**config.mk**
```make
export PLATFORM = sky130hd
export DESIGN_NAME = rv32_fetch_queue
export DESIGN_NICKNAME = d
export VERILOG_FILES = /design/src/rtl/rv32_fetch_queue_pkg.sv /design/src/rtl/rv32_sync_fifo.sv /design/src/rtl/rv32_fetch_queue.sv
export SDC_FILE = /design/constraint.sdc
export NUM_CORES = 1
export LEC_CHECK = 0
export BUFFER_PORTS_ARGS = -buffer_cell sky130_fd_sc_hd__buf_2
export CORE_MARGIN = 5
export CORE_UTILIZATION = 53
export CTS_BUF_LIST = sky130_fd_sc_hd__clkbuf_16
export DETAILED_ROUTE_END_ITERATION = 16
export GPL_TIMING_DRIVEN = 1
export PLACE_DENSITY = 0.76
export SLEW_MARGIN = 5
export SYNTH_ARGS = -nofsm -noshare
export SYNTH_HDL_FRONTEND = slang
export SYNTH_SLANG_ARGS = --single-unit
```
**constraint.sdc**
```tcl
create_clock -name CLK -period 7 [get_ports CLK]
set_input_delay 0.7 -clock CLK [delete_from_list [all_inputs] [get_ports CLK]]
set_output_delay 0.7 -clock CLK [all_outputs]
set_load 0.01 [all_outputs]
```
**src/rtl/rv32_fetch_queue_pkg.sv**
```systemverilog
// Shared definitions for the RV32 instruction-fetch front end:
// default widths and the fetch FSM state encoding.
package rv32_fetch_queue_pkg;

   localparam int XLEN_DEF = 32;
   localparam int ILEN_DEF = 32;

   typedef enum logic [0:0] {
      ST_IDLE  = 1'b0,
      ST_FETCH = 1'b1
   } fetch_state_e;

endpackage

```
**src/rtl/rv32_sync_fifo.sv**
```systemverilog
// Circular-buffer FIFO with flush and simultaneous push/pop at any fill level.
// The head word is kept in a register so it holds its last value once the FIFO empties.
module rv32_sync_fifo #(
   parameter int WIDTH = 64,
   parameter int DEPTH = 4
) (
   input  logic                     clk,
   input  logic                     rst,
   input  logic                     flush,
   input  logic                     push,
   input  logic [WIDTH-1:0]         wr_data,
   input  logic                     pop,
   output logic [WIDTH-1:0]         rd_data,
   output logic                     valid,
   output logic [$clog2(DEPTH):0]   count
);
   localparam int AW = $clog2(DEPTH);
   localparam int CW = AW + 1;

   logic [WIDTH-1:0] mem_r [DEPTH];
   logic [AW-1:0]    rd_ptr_r;
   logic [AW-1:0]    wr_ptr_r;
   logic [AW-1:0]    rd_ptr_nxt_s;
   logic [CW-1:0]    count_r;
   logic [CW-1:0]    remain_s;
   logic [WIDTH-1:0] head_r;
   logic [WIDTH-1:0] head_nxt_s;
   logic             do_push_s;
   logic             do_pop_s;

   // Handshake qualification and next head word (a word pushed into an emptying FIFO becomes head)
   always_comb begin
      do_pop_s     = pop & (count_r != {CW{1'b0}});
      do_push_s    = push & ((count_r != CW'(DEPTH)) | do_pop_s);
      remain_s     = count_r - CW'(do_pop_s);
      rd_ptr_nxt_s = rd_ptr_r + AW'(do_pop_s);
      head_nxt_s   = head_r;
      if (flush) begin
         head_nxt_s = head_r;
      end else if (remain_s != {CW{1'b0}}) begin
         head_nxt_s = mem_r[rd_ptr_nxt_s];
      end else if (do_push_s) begin
         head_nxt_s = wr_data;
      end else begin
         head_nxt_s = head_r;
      end
   end

   // Pointer, occupancy and head register update
   always_ff @(posedge clk or posedge rst) begin
      if (rst) begin
         rd_ptr_r <= {AW{1'b0}};
         wr_ptr_r <= {AW{1'b0}};
         count_r  <= {CW{1'b0}};
         head_r   <= {WIDTH{1'b0}};
      end else if (flush) begin
         rd_ptr_r <= {AW{1'b0}};
         wr_ptr_r <= {AW{1'b0}};
         count_r  <= {CW{1'b0}};
      end else begin
         rd_ptr_r <= rd_ptr_nxt_s;
         wr_ptr_r <= wr_ptr_r + AW'(do_push_s);
         count_r  <= remain_s + CW'(do_push_s);
         head_r   <= head_nxt_s;
      end
   end

   // Storage array write port
   always_ff @(posedge clk) begin
      if (do_push_s && !flush) begin
         mem_r[wr_ptr_r] <= wr_data;
      end
   end

   assign rd_data = head_r;
   assign valid   = (count_r != {CW{1'b0}});
   assign count   = count_r;

endmodule

```
**src/rtl/rv32_fetch_queue.sv**
```systemverilog
// Instruction-fetch front end: sequential PC generation, single-outstanding memory
// requests with credit flow control, response queueing and redirect/flush handling.
module rv32_fetch_queue
   import rv32_fetch_queue_pkg::*;
#(
   parameter int              XLEN     = XLEN_DEF,
   parameter int              ILEN     = ILEN_DEF,
   parameter int              DEPTH    = 4,
   parameter logic [XLEN-1:0] RESET_PC = {XLEN{1'b0}}
) (
   input  logic            CLK,
   input  logic            RST,
   input  logic            ENABLE,
   output logic            IMEM_REQ,
   output logic [XLEN-1:0] IMEM_ADDR,
   input  logic            IMEM_GNT,
   input  logic            IMEM_RVALID,
   input  logic [ILEN-1:0] IMEM_RDATA,
   input  logic            REDIRECT,
   input  logic [XLEN-1:0] REDIRECT_PC,
   output logic            INSTR_VALID,
   input  logic            INSTR_READY,
   output logic [ILEN-1:0] INSTR,
   output logic [XLEN-1:0] INSTR_PC
);
   localparam int CW = $clog2(DEPTH) + 1;

   fetch_state_e            state_r;
   fetch_state_e            state_nxt_s;
   logic [XLEN-1:0]         pc_r;
   logic [XLEN-1:0]         pc_nxt_s;
   logic [XLEN-1:0]         tag_r;
   logic                    inflight_r;
   logic                    drop_r;
   logic                    room_s;
   logic                    accept_s;
   logic                    push_s;
   logic [CW-1:0]           fifo_count_s;
   logic [ILEN+XLEN-1:0]    head_s;
   logic                    unused_pc_bits_s;

   // A queue slot must exist for every outstanding request, including the one in flight
   assign room_s   = (fifo_count_s + CW'(inflight_r)) < CW'(DEPTH);
   assign IMEM_REQ = (state_r == ST_FETCH) & room_s & ~REDIRECT;
   assign accept_s = IMEM_REQ & IMEM_GNT;
   assign push_s   = IMEM_RVALID & inflight_r & ~drop_r & ~REDIRECT;
   assign IMEM_ADDR = pc_r;
   assign unused_pc_bits_s = ^REDIRECT_PC[1:0];

   // Next-state and next-PC selection; redirect overrides everything
   always_comb begin
      state_nxt_s = state_r;
      pc_nxt_s    = pc_r;
      if (REDIRECT) begin
         state_nxt_s = ENABLE ? ST_FETCH : ST_IDLE;
         pc_nxt_s    = {REDIRECT_PC[XLEN-1:2], 2'b00};
      end else begin
         case (state_r)
            ST_IDLE:  state_nxt_s = ENABLE ? ST_FETCH : ST_IDLE;
            ST_FETCH: state_nxt_s = ENABLE ? ST_FETCH : ST_IDLE;
            default:  state_nxt_s = ST_IDLE;
         endcase
         if (accept_s) begin
            pc_nxt_s = pc_r + XLEN'(3'd4);
         end else begin
            pc_nxt_s = pc_r;
         end
      end
   end

   // FSM, PC and outstanding-request bookkeeping
   always_ff @(posedge CLK or posedge RST) begin
      if (RST) begin
         state_r    <= ST_IDLE;
         pc_r       <= RESET_PC;
         tag_r      <= {XLEN{1'b0}};
         inflight_r <= 1'b0;
         drop_r     <= 1'b0;
      end else begin
         state_r    <= state_nxt_s;
         pc_r       <= pc_nxt_s;
         inflight_r <= accept_s;
         drop_r     <= REDIRECT & inflight_r;
         if (accept_s) begin
            tag_r <= pc_r;
         end
      end
   end

   rv32_sync_fifo #(
      .WIDTH (ILEN + XLEN),
      .DEPTH (DEPTH)
   ) u_queue (
      .clk     (CLK),
      .rst     (RST),
      .flush   (REDIRECT),
      .push    (push_s),
      .wr_data ({IMEM_RDATA, tag_r}),
      .pop     (INSTR_READY),
      .rd_data (head_s),
      .valid   (INSTR_VALID),
      .count   (fifo_count_s)
   );

   assign INSTR    = head_s[ILEN+XLEN-1:XLEN];
   assign INSTR_PC = head_s[XLEN-1:0];

endmodule

```
Yosys cells after proc, flatten, opt, wreduce, memory -nomap -nowiden
Memory sizes are Yosys's and may differ from the RTL's.
Cells that the tools add are included.
{ "word_totals": {"register_bits": 138, "mem_count": 1, "wordCells": 47, "ramBits": 256, "out_inout_bits": 98} }
{ "mem_list": {"columns": ["name", "depth", "width", "read_ports", "rd_ports_with_merged_regs", "write_ports", "line", "rtl"], "rows": [
  ["u_queue.mem_r", 4, 64, 1, 0, 1, "rv32_sync_fifo.sv:20", "logic [WIDTH-1:0] mem_r [DEPTH];"]
]} }
{ "op_classes": {"addsub": 6, "eq_ne": 1, "reduce_logical": 7, "magnitude_cmp": 1, "n_mux": 10, "bitwise_logic": 12} }
{ "op_table": {"columns": ["operator", "n"], "rows": [
  ["64-bit 2-to-1 mux", 2],
  ["32-bit 2-to-1 mux", 2],
  ["32-bit by 3-bit adder with 32-bit output, second input constant", 1],
  ["1-bit bitwise AND", 9],
  ["3-bit by 1-bit adder with 3-bit output", 2],
  ["3-bit nonzero test", 2],
  ["2-bit by 1-bit adder with 2-bit output", 2],
  ["2-bit 2-to-1 mux", 2],
  ["2-bit nonzero test", 2],
  ["3-bit less-than comparator, second input constant", 1],
  ["1-bit 2-to-1 mux", 3],
  ["3-bit 2-to-1 mux", 1],
  ["3-bit != test, second input constant", 1],
  ["3-bit by 1-bit subtractor with 3-bit output", 1],
  ["1-bit NOT", 2],
  ["2-bit AND reduction", 1],
  ["1-bit logical AND", 1],
  ["1-bit zero test", 1],
  ["1-bit bitwise OR", 1]
]} }

Depth between registers and ports, before layout
Gate-level depths: netlist of the first run.
{ "logic_depth": {"ltp_word": 7, "mapped_depth": 10} }

By module
From an unflattened synthesis of the first run, not the netlist that was laid out.
{ "hier_totals": {"cells_unflattened": 1296, "area_unflattened_um2": 17026.3} }
{ "modules_own_cells": {"columns": ["module", "instances", "area_each_um2", "cells_each"], "rows": [
  ["rv32_sync_fifo", 1, 13975.9, 956],
  ["rv32_fetch_queue", 1, 3050.4, 340]
]} }

Worst setup path after synthesis of the first run
Ideal clock, no wire load.
{ "synth_timing": {"path_kind": "input -> register", "from": "input port REDIRECT", "to": "memory u_queue.mem_r[0][10] (enable)", "t_required_ns": 6.365, "cell_stages": 4, "arrival_ns": 7.273, "setup_ns": 0.635, "setup_slack_ns": -0.908, "cell_sequence": "clkbuf_1 clkbuf_1 clkbuf_1 nor4_1"} }
{ "synth_between": {"elab_chain_cells": 6, "word_cells_on_any_way": 7} }
{ "synth_lines": {"columns": ["item", "line", "rtl"], "rows": [
  ["start, declared", "rv32_fetch_queue.sv:19", "input logic REDIRECT,"],
  ["1-bit NOT (no source line)", null, null],
  ["1-bit bitwise AND", "rv32_fetch_queue.sv:46", "assign push_s = IMEM_RVALID & inflight_r & ~drop_r & ~REDIRECT;"],
  ["1-bit bitwise AND", "rv32_sync_fifo.sv:34", "do_push_s = push & ((count_r != CW'(DEPTH)) | do_pop_s);"],
  ["1-bit logical AND *", "rv32_sync_fifo.sv:70", "if (do_push_s && !flush) begin"],
  ["1-bit 2-to-1 mux *", "rv32_sync_fifo.sv:70", null],
  ["1-bit 2-to-1 mux (not written as such) *", "rv32_sync_fifo.sv:71", "mem_r[wr_ptr_r] <= wr_data;"],
  ["end, declared", "rv32_sync_fifo.sv:20", null]
]} }
Mark *: on every way between the ends. The rest lies on a longest branch, timed or not.

Worst setup path after layout of the first run
{ "layout_timing": {"from": "register u_queue.count_r[1] (netlist: u_queue.count[1])", "to": "register u_queue.head_r[2] (netlist: u_queue.rd_data[2])"} }
{ "layout_between": {"elab_chain_cells": 6, "word_cells_on_any_way": 12} }
{ "layout_lines": {"columns": ["item", "line", "rtl"], "rows": [
  ["start, declared", "rv32_sync_fifo.sv:24", "logic [CW-1:0] count_r;"],
  ["start signal, assigned", "rv32_sync_fifo.sv:54", "count_r <= {CW{1'b0}};"],
  ["start signal, assigned", "rv32_sync_fifo.sv:59", "count_r <= {CW{1'b0}};"],
  ["start signal, assigned", "rv32_sync_fifo.sv:63", "count_r <= remain_s + CW'(do_push_s);"],
  ["3-bit nonzero test", "rv32_sync_fifo.sv:33", "do_pop_s = pop & (count_r != {CW{1'b0}});"],
  ["1-bit bitwise AND", "rv32_sync_fifo.sv:33", null],
  ["3-bit by 1-bit subtractor with 3-bit output / 1-bit bitwise OR (equally long branches)", "rv32_sync_fifo.sv:35, rv32_sync_fifo.sv:34", null],
  ["3-bit nonzero test / 1-bit bitwise AND (equally long branches)", "rv32_sync_fifo.sv:40, rv32_sync_fifo.sv:34", null],
  ["2-bit nonzero test (no source line)", null, null],
  ["2-bit AND reduction (no source line)", null, null],
  ["end signal, assigned", "rv32_sync_fifo.sv:55", "head_r <= {WIDTH{1'b0}};"],
  ["end signal, assigned", "rv32_sync_fifo.sv:64", "head_r <= head_nxt_s;"],
  ["end, declared", "rv32_sync_fifo.sv:26", "logic [WIDTH-1:0] head_r;"]
]} }
Several ways; a longest one is shown, not always the timed one.
A chain may end at the register's enable or synchronous reset.

==> impl_metrics.py, run 1 <==
metrics = {
    "min_path": {
        "hold_path.startpoint": "ENABLE",
        "holdPathEnd": "state_r",
        "worst_hold_path_type": "input port to flip-flop",
        "hold_depth": 1,
    },
    "sta": {
        "finalSetupViolations": 0,
        "rsz0062_at_grt": "no",
        "fmax_ghz": 0.2647,
        "post-route-period-util": 0.5398,
        "fin_skew_ns": 0.01375,
        "finalHoldViolCount": 0,
        "tightest_slew_ns": 1.223,
        "drv_slew": 0,
        "finalCriticalPeriod_ns": 3.778,
        "tns_ns": 0,
        "maxSlewHeadroom": 0.1816,
    },
    "yosys": {
        "avgSynthCellArea_um2": 17.46,
        "ys_types": 55,
        "ys_async_sr_fraction": 0.3474,
        "ys_seq_area_frac": 0.6858,
        "synthFlopType": "edfxtp_1",
        "synth_cells": 898,
        "yosysWarnings": 0,
        "ys_seq_elements": 380,
        "synth_edf_count": 248,
        "synth_area_mm2": 0.01568,
    },
    "setup_path": {
        "cp.required_ns": 7.39,
        "crit_type": "flip-flop to flip-flop",
        "timing.critical_path.mode_cell": "mux2_2",
        "r2r-start": "u_queue.count[1]",
        "cp-start-kind": "flip-flop",
        "path_cells": "or3_1 > and2_1 > ha_4 > buf_4 > mux4_2 > mux2_2 > mux2_2",
        "critPathTopFamily": "multiplexers",
        "worstReg2RegEnd": "u_queue.rd_data[2]",
        "rrSetupSlack_ns": 3.22,
        "critPathBufInv": 1,
        "reg2regPathDepth": 7,
        "arrival_ns": 4.17,
        "max_stage_delay_ns": 0.79,
        "end_kind": "flip-flop",
        "cpMaxStageDelayCell": "ha_4",
        "crit_path_max_fanout": 35,
    },
    "power_and_ir_drop": {
        "p_leak_uw": 0.006582,
        "switchingPower_uw": 2131,
        "vdd_ir_drop_max_uv": 368.6,
        "internal-power_uw": 5229,
        "pwr-share-comb": 0.316,
        "clockPowerShare": 0.273,
        "power.density_mw_per_mm2": 404.9,
        "p_sw_frac": 0.2896,
        "pwr-share-seq": 0.411,
        "total_power_uw": 7360,
    },
    "drt": {
        "wl_um": 33870,
        "ant_nets": 0,
        "vias": 8875,
        "drc": 0,
        "post_drt_wl_per_cell_um": 22.81,
        "viasPerCell": 5.976,
        "dr.first_iter.drc_count": 690,
        "dr.pass1.iters": 7,
    },
    "cells_and_area": {
        "layout_common_cells": "248 x edfxtp_1, 162 x buf_2, 150 x mux2_2",
        "diodes": 0,
        "nets": 1143,
        "layout_commonest_cell": "edfxtp_1",
        "drive_gt1_frac": 0.4128,
        "multi_input_area_mm2": 0.004738,
        "final_core_util": 0.6183,
        "final_cells": 1485,
        "areaGrowthSynthToFinish_pct": 15.98,
        "nFillCells": 2103,
        "seqCellArea_mm2": 0.01075,
    },
    "floorplanning": {
        "start_util": 0.5331,
        "die_area_mm2": 0.03311,
        "fp.dieH_um": 182.0,
        "coreArea_mm2": 0.02940,
        "ioPinCount": 169,
        "rows": 63,
        "chipWidth_um": 182.0,
    },
    "cts": {
        "clock_path_buffers": 3,
        "cts_resized": 0,
        "numCtsBuffers": 39,
        "clk_latency_ns": 0.51,
        "cts_sinks": 380,
        "clk_pin_slew_ns": 0.06,
        "h-tree-depth": 2,
        "cts_tree": "built",
        "root_buffer": "clkbuf_16",
        "holdBufCountCts": 0,
        "cts_setup_buffers": 0,
    },
    "global_route": {
        "antenna_found_initial": 0,
        "grt_pass1_wl_um": 53920,
        "gr-usage-all-layers": 0.2051,
        "overflow": 0,
        "grt_max_degree": 78,
        "grt_pass1_vias": 9425,
    },
    "run": {
        "maxCapViolCount": 0,
    },
    "place": {
        "numPortBuffers": 162,
        "gp_congestion": 0.8639,
        "place_hpwl_um": 19640,
        "place_inst": 1414,
    },
    "run_status": {
        "status": "complete, no violations",
    },
}
-- cells in the mapped netlist (all sizes together) (17+ instances only) --
master / instances / share of area
buf: 24 / 0.0083
clkbuf: 27 / 0.0065
dfrtp: 132 / 0.21
edfxtp: 248 / 0.48
mux2: 153 / 0.11
mux4: 62 / 0.089
nand2: 24 / 0.0057
nand3: 22 / 0.0070
nand4: 24 / 0.010
nor2: 17 / 0.0041
nor2b: 17 / 0.0068
o21ai: 20 / 0.0064
-- cell type report --
class                   count  share of cell area
clock buffers              41             0.05643
clock inverters            30             0.01246
inverters                  12            0.002753
well taps                 390             0.02684
flip-flops and latches    380              0.5913
multi-input cells         458              0.2606
repair buffers            174             0.04955
-- routing by layer --
| metal | part of all wire | global-route usage | wire length (µm) |
|---|---|---|---|
| met5 | 0 | 0 | 0 |
| met4 | 0.014 | 0.04263 | 468 |
| met3 | 0.066 | 0.03606 | 2236 |
| met2 | 0.49 | 0.3321 | 16640 |
| met1 | 0.43 | 0.2979 | 14530 |
-- worst max path at each step --
stage                          start                    to  slack [ns]  cells past startpoint
floorplan                   REDIRECT  u_queue.mem_r[0][10]        1.70                      4
global placement            REDIRECT  u_queue.mem_r[1][10]        3.03                      6
detailed placement          REDIRECT  u_queue.mem_r[1][10]        2.98                      6
CTS                 u_queue.count[1]    u_queue.rd_data[2]        3.09                      7
global route        u_queue.count[1]   u_queue.rd_data[32]        2.92                      7
finish              u_queue.count[1]    u_queue.rd_data[2]        3.22                      7
-- state kept, by name, summed over array words and instances (netlist names) --
register / flops
drop_r: 1
u_queue.rd_ptr_r: 2
state_r: 1
u_queue.wr_ptr_r: 2
IMEM_ADDR: 30
inflight_r: 1
u_queue.mem_r: 248
u_queue.rd_data: 62
tag_r: 30
u_queue.count: 3
-- stage by stage --
stage               instance area (µm²)  setup WS, ns  hold slack [ns]
finish                            18180         3.222           0.2912
global route                      18180         2.918           0.2768
CTS                               18180         3.095           0.2683
detailed placement                16930         2.976           0.4905
global placement                  16930         3.028           0.4842
floorplan                         15690         1.697           0.4859
-- logic make-up after synthesis --
group,after synthesis,share of synthesized area
muxes,218,0.2009
buffers and inverters,63,0.01764
DFF,380,0.6858
adders and majority gates,7,0.005587
xor gates and xnor gates,8,0.004470
and+or+nand+nor,152,0.05420
AOI/OAI and AO/OA,69,0.03113
other,1,0.0002392
-- power groups by stage --
stage / registers (µW) / clock network (µW) / logic [µW]
finish: 3030 / 2010 / 2320
global route: 3070 / 2150 / 2510
CTS: 3030 / 2060 / 2370
detailed placement: 3070 / 0 / 2350
global placement: 3040 / 0 / 2300
floorplan: 3080 / 0 / 1630
Power figures use the tool's default switching activity.
==> run 2: changes to the inputs <==
==> constraint.sdc (replaced) <==
create_clock -name CLK -period 3.1 [get_ports CLK]
set_input_delay 0.31 -clock CLK [delete_from_list [all_inputs] [get_ports CLK]]
set_output_delay 0.31 -clock CLK [all_outputs]
set_load 0.01 [all_outputs]
==> impl_metrics.py, run 2 (synthesis results as in run 1) <==
metrics = {
    "run_status": {
        "status": "complete, but fails checks",
        "violations": "hold timing",
    },
    "place": {
        "place_hpwl_um": 20800,
        "gp_congestion": 0.8528,
        "numPortBuffers": 162,
        "pre_cts_ws_ns": 0.07619,
    },
    "cells_and_area": {
        "largest_register_ffs": 248,
        "regMostFlops": "u_queue.mem_r",
        "drive_gt1_frac": 0.4202,
        "areaGrowthSynthToFinish_pct": 17.98,
        "diodes": 0,
        "nets": 1174,
        "layout_common_cells": "248 x edfxtp_1, 162 x buf_2, 150 x mux2_2",
        "layout_commonest_cell": "edfxtp_1",
    },
    "sta": {
        "fmax_ghz": 0.3352,
        "tightest_slew_ns": 0.8715,
        "post-route-period-util": 0.9624,
        "maxSlewHeadroom": 0.4190,
        "finalCriticalPeriod_ns": 2.983,
        "finalHoldViolCount": 28,
        "setup_slack_ns": 0.1166,
        "drv_slew": 0,
        "rsz0062_at_grt": "yes",
        "holdWs_ns": -0.02014,
        "fin_skew_ns": 0.01240,
        "finalSetupViolations": 0,
    },
    "setup_path": {
        "cp-start-kind": "flip-flop",
        "cp.required_ns": 3.50,
        "crit_path_max_fanout": 55,
        "reg2regPathDepth": 10,
        "crit_type": "flip-flop to flip-flop",
        "end_kind": "flip-flop",
        "r2r-start": "u_queue.count[2]",
        "arrival_ns": 3.39,
        "rrSetupSlack_ns": 0.12,
        "worstReg2RegEnd": "u_queue.rd_data[52]",
    },
    "floorplanning": {
        "start_util": 0.5331,
        "ioPinCount": 169,
        "die_area_mm2": 0.03311,
        "chipWidth_um": 182.0,
        "fp.dieH_um": 182.0,
        "rows": 63,
        "coreArea_mm2": 0.02940,
    },
    "cts": {
        "clk_pin_slew_ns": 0.06,
        "cts_sinks": 380,
        "numCtsBuffers": 40,
        "h-tree-depth": 2,
        "clk_latency_ns": 0.52,
        "root_buffer": "clkbuf_16",
        "cts_tree": "built",
        "clock_path_buffers": 3,
    },
    "drt": {
        "vias": 8986,
        "ant_nets": 0,
        "drc": 0,
        "dr.pass1.iters": 5,
        "wl_um": 33760,
        "viasPerCell": 5.920,
        "post_drt_wl_per_cell_um": 22.24,
        "dr.first_iter.drc_count": 691,
    },
    "global_route": {
        "overflow": 0,
        "grt_max_degree": 133,
        "grt_pass1_vias": 9543,
        "gr-usage-all-layers": 0.2043,
        "grt_pass1_wl_um": 53890,
        "antenna_found_initial": 0,
    },
    "power_and_ir_drop": {
        "internal-power_uw": 11880,
        "p_sw_frac": 0.2903,
        "vdd_ir_drop_max_uv": 559.7,
        "switchingPower_uw": 4861,
        "p_leak_uw": 0.006733,
        "pwr-share-comb": 0.340,
        "clockPowerShare": 0.253,
        "power.density_mw_per_mm2": 905.5,
        "pwr-share-seq": 0.406,
    },
    "run": {
        "maxCapViolCount": 0,
    },
    "min_path": {
        "worst_hold_path_type": "input port to asynchronous set/reset pin",
    },
}
-- run 2: cell types whose count changed in the layout (fill, tap and decap cells not counted), sizes merged --
| cell | delta |
|---|---|
| buf | +24 |
| dlygate4sd3 | +6 |
| bufinv | -4 |
| clkinv | +3 |
| clkinvlp | +2 |
| inv | +2 |
-- run 2: area by class of cell --
cell class | instances | area [µm²]
tap | 390 | 488.0
sequential | 380 | 10750
timing repair buffer | 204 | 1279
clock inverter | 33 | 142.6
inverter | 12 | 48.80
multi-input combinational | 458 | 4758
clock buffer | 41 | 1026
fill | 2112 | 10910
-- run 2: worst max path at each step --
stage	end	cells after the start	slack, ns	startpoint
floorplan	u_queue.mem_r[0][10]	3	-0.32	u_queue.count[2]
global placement	u_queue.rd_data[59]	9	0.15	u_queue.count[2]
detailed placement	u_queue.rd_data[61]	9	0.08	u_queue.count[2]
CTS	u_queue.rd_data[16]	9	0.06	u_queue.count[2]
global route	u_queue.rd_data[16]	9	-0.01	u_queue.count[2]
finish	u_queue.rd_data[52]	10	0.12	u_queue.count[2]
-- run 2: layer usage --
metal	routed length (µm)	vias up	global-route usage
li1	-	3964	-
met1	14240	4619	0.2879
met2	16600	350	0.3336
met3	2290	53	0.03906
met4	636	0	0.05104
met5	0	-	0
-- run 2: power groups by stage --
stage / logic [µW] / clock network [µW] / registers (µW)
after floorplan: 3690 / 0 / 6970
after global placement: 5620 / 0 / 6860
after detailed placement: 5730 / 0 / 6910
after CTS: 5780 / 4350 / 6820
after global routing: 6150 / 4560 / 6910
final: 5700 / 4240 / 6810
-- run 2: critical path, cell delays in order, from the launching register on --
cell	delay, ns
dfrtp_1	0.44
or3_1	0.36
and2_1	0.22
ha_1	0.19
ha_1	0.19
xnor2_1	0.16
and3_4	0.24
buf_4	0.16
a21oi_4	0.15
buf_12	0.35
mux2_2	0.39
-- run 2: metrics by stage --
| stage | cells | power [µW] | utilization | cell area, µm² | setup TNS (ns) |
|---|---|---|---|---|---|
| CTS | 1516 | 16940 | 0.6285 | 18480 | 0 |
| detailed placement | 1436 | 12630 | 0.5867 | 17250 | 0 |
| floorplan | 901 | 10660 | - | 15740 | -20.54 |
| global placement | 1436 | 12480 | 0.5867 | 17250 | 0 |
| global route | 1518 | 17630 | 0.6290 | 18490 | -0.04288 |
| finish | 1518 | 16740 | 0.6290 | 18490 | 0 |
-- run 2: timing repair --
item	4_1_cts	5_1_grt
endpoints found under the hold margin	9	0
gates resized for setup	0	0
endpoints found under the setup margin	0	57
buffers inserted	0	2
hold buffers	6	0
==> run 3: changes to the inputs <==
--- a/config.mk
+++ b/config.mk
@@ -11,8 +11,9 @@
 export CTS_BUF_LIST = sky130_fd_sc_hd__clkbuf_16
 export DETAILED_ROUTE_END_ITERATION = 16
 export GPL_TIMING_DRIVEN = 1
-export PLACE_DENSITY = 0.76
+export PLACE_DENSITY = 0.73
 export SLEW_MARGIN = 5
 export SYNTH_ARGS = -nofsm -noshare
 export SYNTH_HDL_FRONTEND = slang
+export SYNTH_HIERARCHICAL = 1
 export SYNTH_SLANG_ARGS = --single-unit
==> constraint.sdc (replaced) <==
create_clock -name CLK -period 3.35 [get_ports CLK]
set_input_delay 0.335 -clock CLK [delete_from_list [all_inputs] [get_ports CLK]]
set_output_delay 0.335 -clock CLK [all_outputs]
set_load 0.01 [all_outputs]
==> impl_metrics.py, run 3 <==
metrics = {
    "cells_and_area": {
        "layout_common_cells": "256 x edfxtp_1, 164 x buf_2, 132 x dfrtp_1, 132 x nand2_1, 82 x o21ai_0",
        "layout_commonest_cell": "edfxtp_1",
        "diodes": 0,
        "areaGrowthSynthToFinish_pct": 14.90,
        "drive_gt1_frac": 0.1992,
        "final_cells": 1873,
        "stdcell_area_mm2": 0.01956,
        "largest_register_ffs": 256,
        "nets": 1517,
        "regMostFlops": "u_queue/mem_r",
    },
    "yosys": {
        "yosys-top-cells-area": "edfxtp_1 45%, dfrtp_1 20%, mux2i_1 3.6%",
        "synth-simple-area-share": 0.09494,
        "avgSynthCellArea_um2": 13.14,
        "synth_compound_area_frac": 0.1610,
        "synth_edf_count": 256,
        "ys_seq_area_frac": 0.6484,
        "synth-adder-area-share": 0.003674,
        "ys_types": 65,
        "synthFlopType": "edfxtp_1",
        "synth_most_common_cell": "edfxtp_1",
        "synth_xor_area_frac": 0.01029,
        "synth_area_mm2": 0.01703,
        "synth_cells": 1296,
        "ys_async_sr_fraction": 0.3436,
        "synth_top_area_share": 0.4515,
        "synth.mux.area_fraction": 0.04666,
        "yosysWarnings": 6,
        "synth_top_family_by_area": "compound AO/OA/AOI/OAI gates",
        "synth_common_cells": "256 x edfxtp_1, 134 x dfrtp_1, 132 x nand2_1",
        "ys_seq_elements": 390,
        "synth_top_area_cell": "edfxtp_1",
    },
    "place": {
        "pre_cts_ws_ns": 0.5634,
        "numPortBuffers": 164,
        "place_hpwl_um": 23490,
        "place_inst": 1798,
        "placed_cell_area_mm2": 0.01830,
        "gp_congestion": 0.8241,
    },
    "sta": {
        "fmax_ghz": 0.3561,
        "drv_slew": 0,
        "finalCriticalPeriod_ns": 2.808,
        "setup_slack_ns": 0.5419,
        "fin_skew_ns": 0.008677,
        "post-route-period-util": 0.8382,
        "rsz0062_at_grt": "no",
        "tightest_slew_ns": 0.9792,
        "finalSetupViolations": 0,
        "finalHoldViolCount": 0,
        "maxSlewHeadroom": 0.3472,
    },
    "global_route": {
        "grt_max_degree": 122,
        "gr-usage-all-layers": 0.2235,
        "antenna_found_initial": 1,
        "grt_pass1_vias": 11900,
        "overflow": 0,
        "grt_pass1_wl_um": 64450,
    },
    "power_and_ir_drop": {
        "vdd_ir_drop_max_uv": 731.2,
        "power.density_mw_per_mm2": 853.8,
        "pwr-share-seq": 0.392,
        "pwr-share-comb": 0.356,
        "clockPowerShare": 0.252,
        "internal-power_uw": 10630,
        "total_power_uw": 16700,
        "switchingPower_uw": 6075,
        "p_sw_frac": 0.3638,
        "p_leak_uw": 0.007000,
    },
    "floorplanning": {
        "chipWidth_um": 189.2,
        "ioPinCount": 169,
        "fp.dieH_um": 189.2,
        "die_area_mm2": 0.03581,
        "rows": 65,
        "start_util": 0.5382,
        "coreArea_mm2": 0.03164,
    },
    "min_path": {
        "worst_hold_path_type": "input port to asynchronous set/reset pin",
    },
    "setup_path": {
        "rrSetupSlack_ns": 0.54,
        "timing.critical_path.mode_cell": "a21oi_4",
        "endpoint": "u_queue/rd_data[51]",
        "worstReg2RegEnd": "u_queue/rd_data[51]",
        "critPathTopFamily": "compound AO/OA/AOI/OAI gates",
        "end_kind": "flip-flop",
        "cp_num_cells": 11,
        "crit_path_max_fanout": 53,
        "startpoint": "u_queue/count[1]",
        "critPathBufInv": 2,
        "cp-start-kind": "flip-flop",
        "reg2regPathDepth": 11,
        "crit_type": "flip-flop to flip-flop",
        "cp.required_ns": 3.80,
        "max_stage_delay_ns": 0.47,
        "cpMaxStageDelayCell": "dfrtp_1",
        "r2r-start": "u_queue/count[1]",
        "arrival_ns": 3.26,
        "path_cells": "or3_1 > nand2_1 > nor2_1 > ha_1 > o2111ai_1 > a21oi_4 > buf_12 > a21oi_4 > buf_4 > o32ai_1 > a21oi_1",
    },
    "cts": {
        "cts_sinks": 390,
        "root_buffer": "clkbuf_16",
        "clock_path_buffers": 3,
        "h-tree-depth": 2,
        "numCtsBuffers": 41,
        "holdBufCountCts": 2,
        "cts_setup_buffers": 0,
        "clk_pin_slew_ns": 0.06,
        "clk_latency_ns": 0.52,
        "cts_tree": "built",
        "cts_resized": 0,
    },
    "run": {
        "maxCapViolCount": 0,
    },
    "drt": {
        "drc": 0,
        "wl_um": 40670,
        "dr.pass1.iters": 5,
        "ant_nets": 0,
        "post_drt_wl_per_cell_um": 21.71,
        "vias": 11850,
        "dr.first_iter.drc_count": 970,
        "viasPerCell": 6.325,
    },
    "run_status": {
        "status": "complete, no violations",
    },
}
[run 3: changes by cell type in the layout (fill, tap and decap cells not counted), sizes merged, moves of 45 or more]
cell | before | now
a2111oi | 0 | 59
a311oi | 0 | 59
a31oi | 6 | 61
mux2 | 153 | 3
mux2i | 3 | 61
mux4 | 62 | 6
nand2 | 24 | 132
nor2 | 17 | 78
nor2b | 17 | 62
o21ai | 20 | 82
o221ai | 0 | 59
[run 3: metal layers]
layer / vias to the layer above / GRT usage / share of wire
met5: - / 0 / 0.00017
met4: 2 / 0.05314 / 0.020
met3: 68 / 0.04277 / 0.077
met2: 471 / 0.3717 / 0.49
met1: 5924 / 0.3089 / 0.42
li1: 5381 / - / -
[run 3: cell type report]
class | instances | area [µm²]
Tap cell | 402 | 503.0
Timing Repair Buffer | 199 | 1201
Inverter | 13 | 51.30
Sequential cell | 390 | 11050
Clock buffer | 41 | 1026
Clock inverter | 32 | 212.7
Fill cell | 2410 | 12070
Multi-Input combinational cell | 796 | 5520
[run 3: worst min-delay path by stage]
stage / startpoint / end / slack (ns) / depth (start not counted)
2_1_floorplan: ENABLE / state_r / 0.37 / 0
3_3_place_gp: ENABLE / state_r / 0.44 / 1
3_5_place_dp: ENABLE / state_r / 0.45 / 1
4_1_cts: REDIRECT_PC[3] / IMEM_ADDR[3] / 0.001 / 3
5_1_grt: REDIRECT_PC[3] / IMEM_ADDR[3] / 0.01 / 3
6_report: RST / IMEM_ADDR[8] / 0.004 / 2
[run 3: kinds of logic after synthesis]
logic type	Yosys count
AO/OA/AOI/OAI	361
other	1
multiplexers	70
AND/OR/NAND/NOR	331
adder cells (fa/ha/maj)	5
XOR/XNOR	17
flip-flops	390
buffers and inverters	121
[run 3: power groups by stage]
stage	clock network (µW)	logic, µW	registers [µW]
after detailed placement	0	5960	6640
after global routing	4500	6610	6630
after floorplan	0	4070	6590
final	4220	5940	6540
after global placement	0	5810	6600
after CTS	4290	5980	6550
[run 3: stage by stage]
| stage | setup TNS (ns) | utilization | hold slack, ns |
|---|---|---|---|
| after floorplan | -60.47 | - | 0.3664 |
| after global placement | 0 | 0.5786 | 0.4441 |
| after detailed placement | 0 | 0.5786 | 0.4455 |
| after CTS | 0 | 0.6184 | 0.001187 |
| after global routing | 0 | 0.6184 | 0.01196 |
| final | 0 | 0.6184 | 0.003907 |
[run 3: worst reg2reg max path, stage by stage (launching register included)]
cell and delay [ns]:
dfrtp_1 0.47, or3_1 0.42, nand2_1 0.09, nor2_1 0.05, ha_1 0.26, o2111ai_1 0.32, a21oi_4 0.08, buf_12 0.20
a21oi_4 0.20, buf_4 0.33, o32ai_1 0.16, a21oi_1 0.14
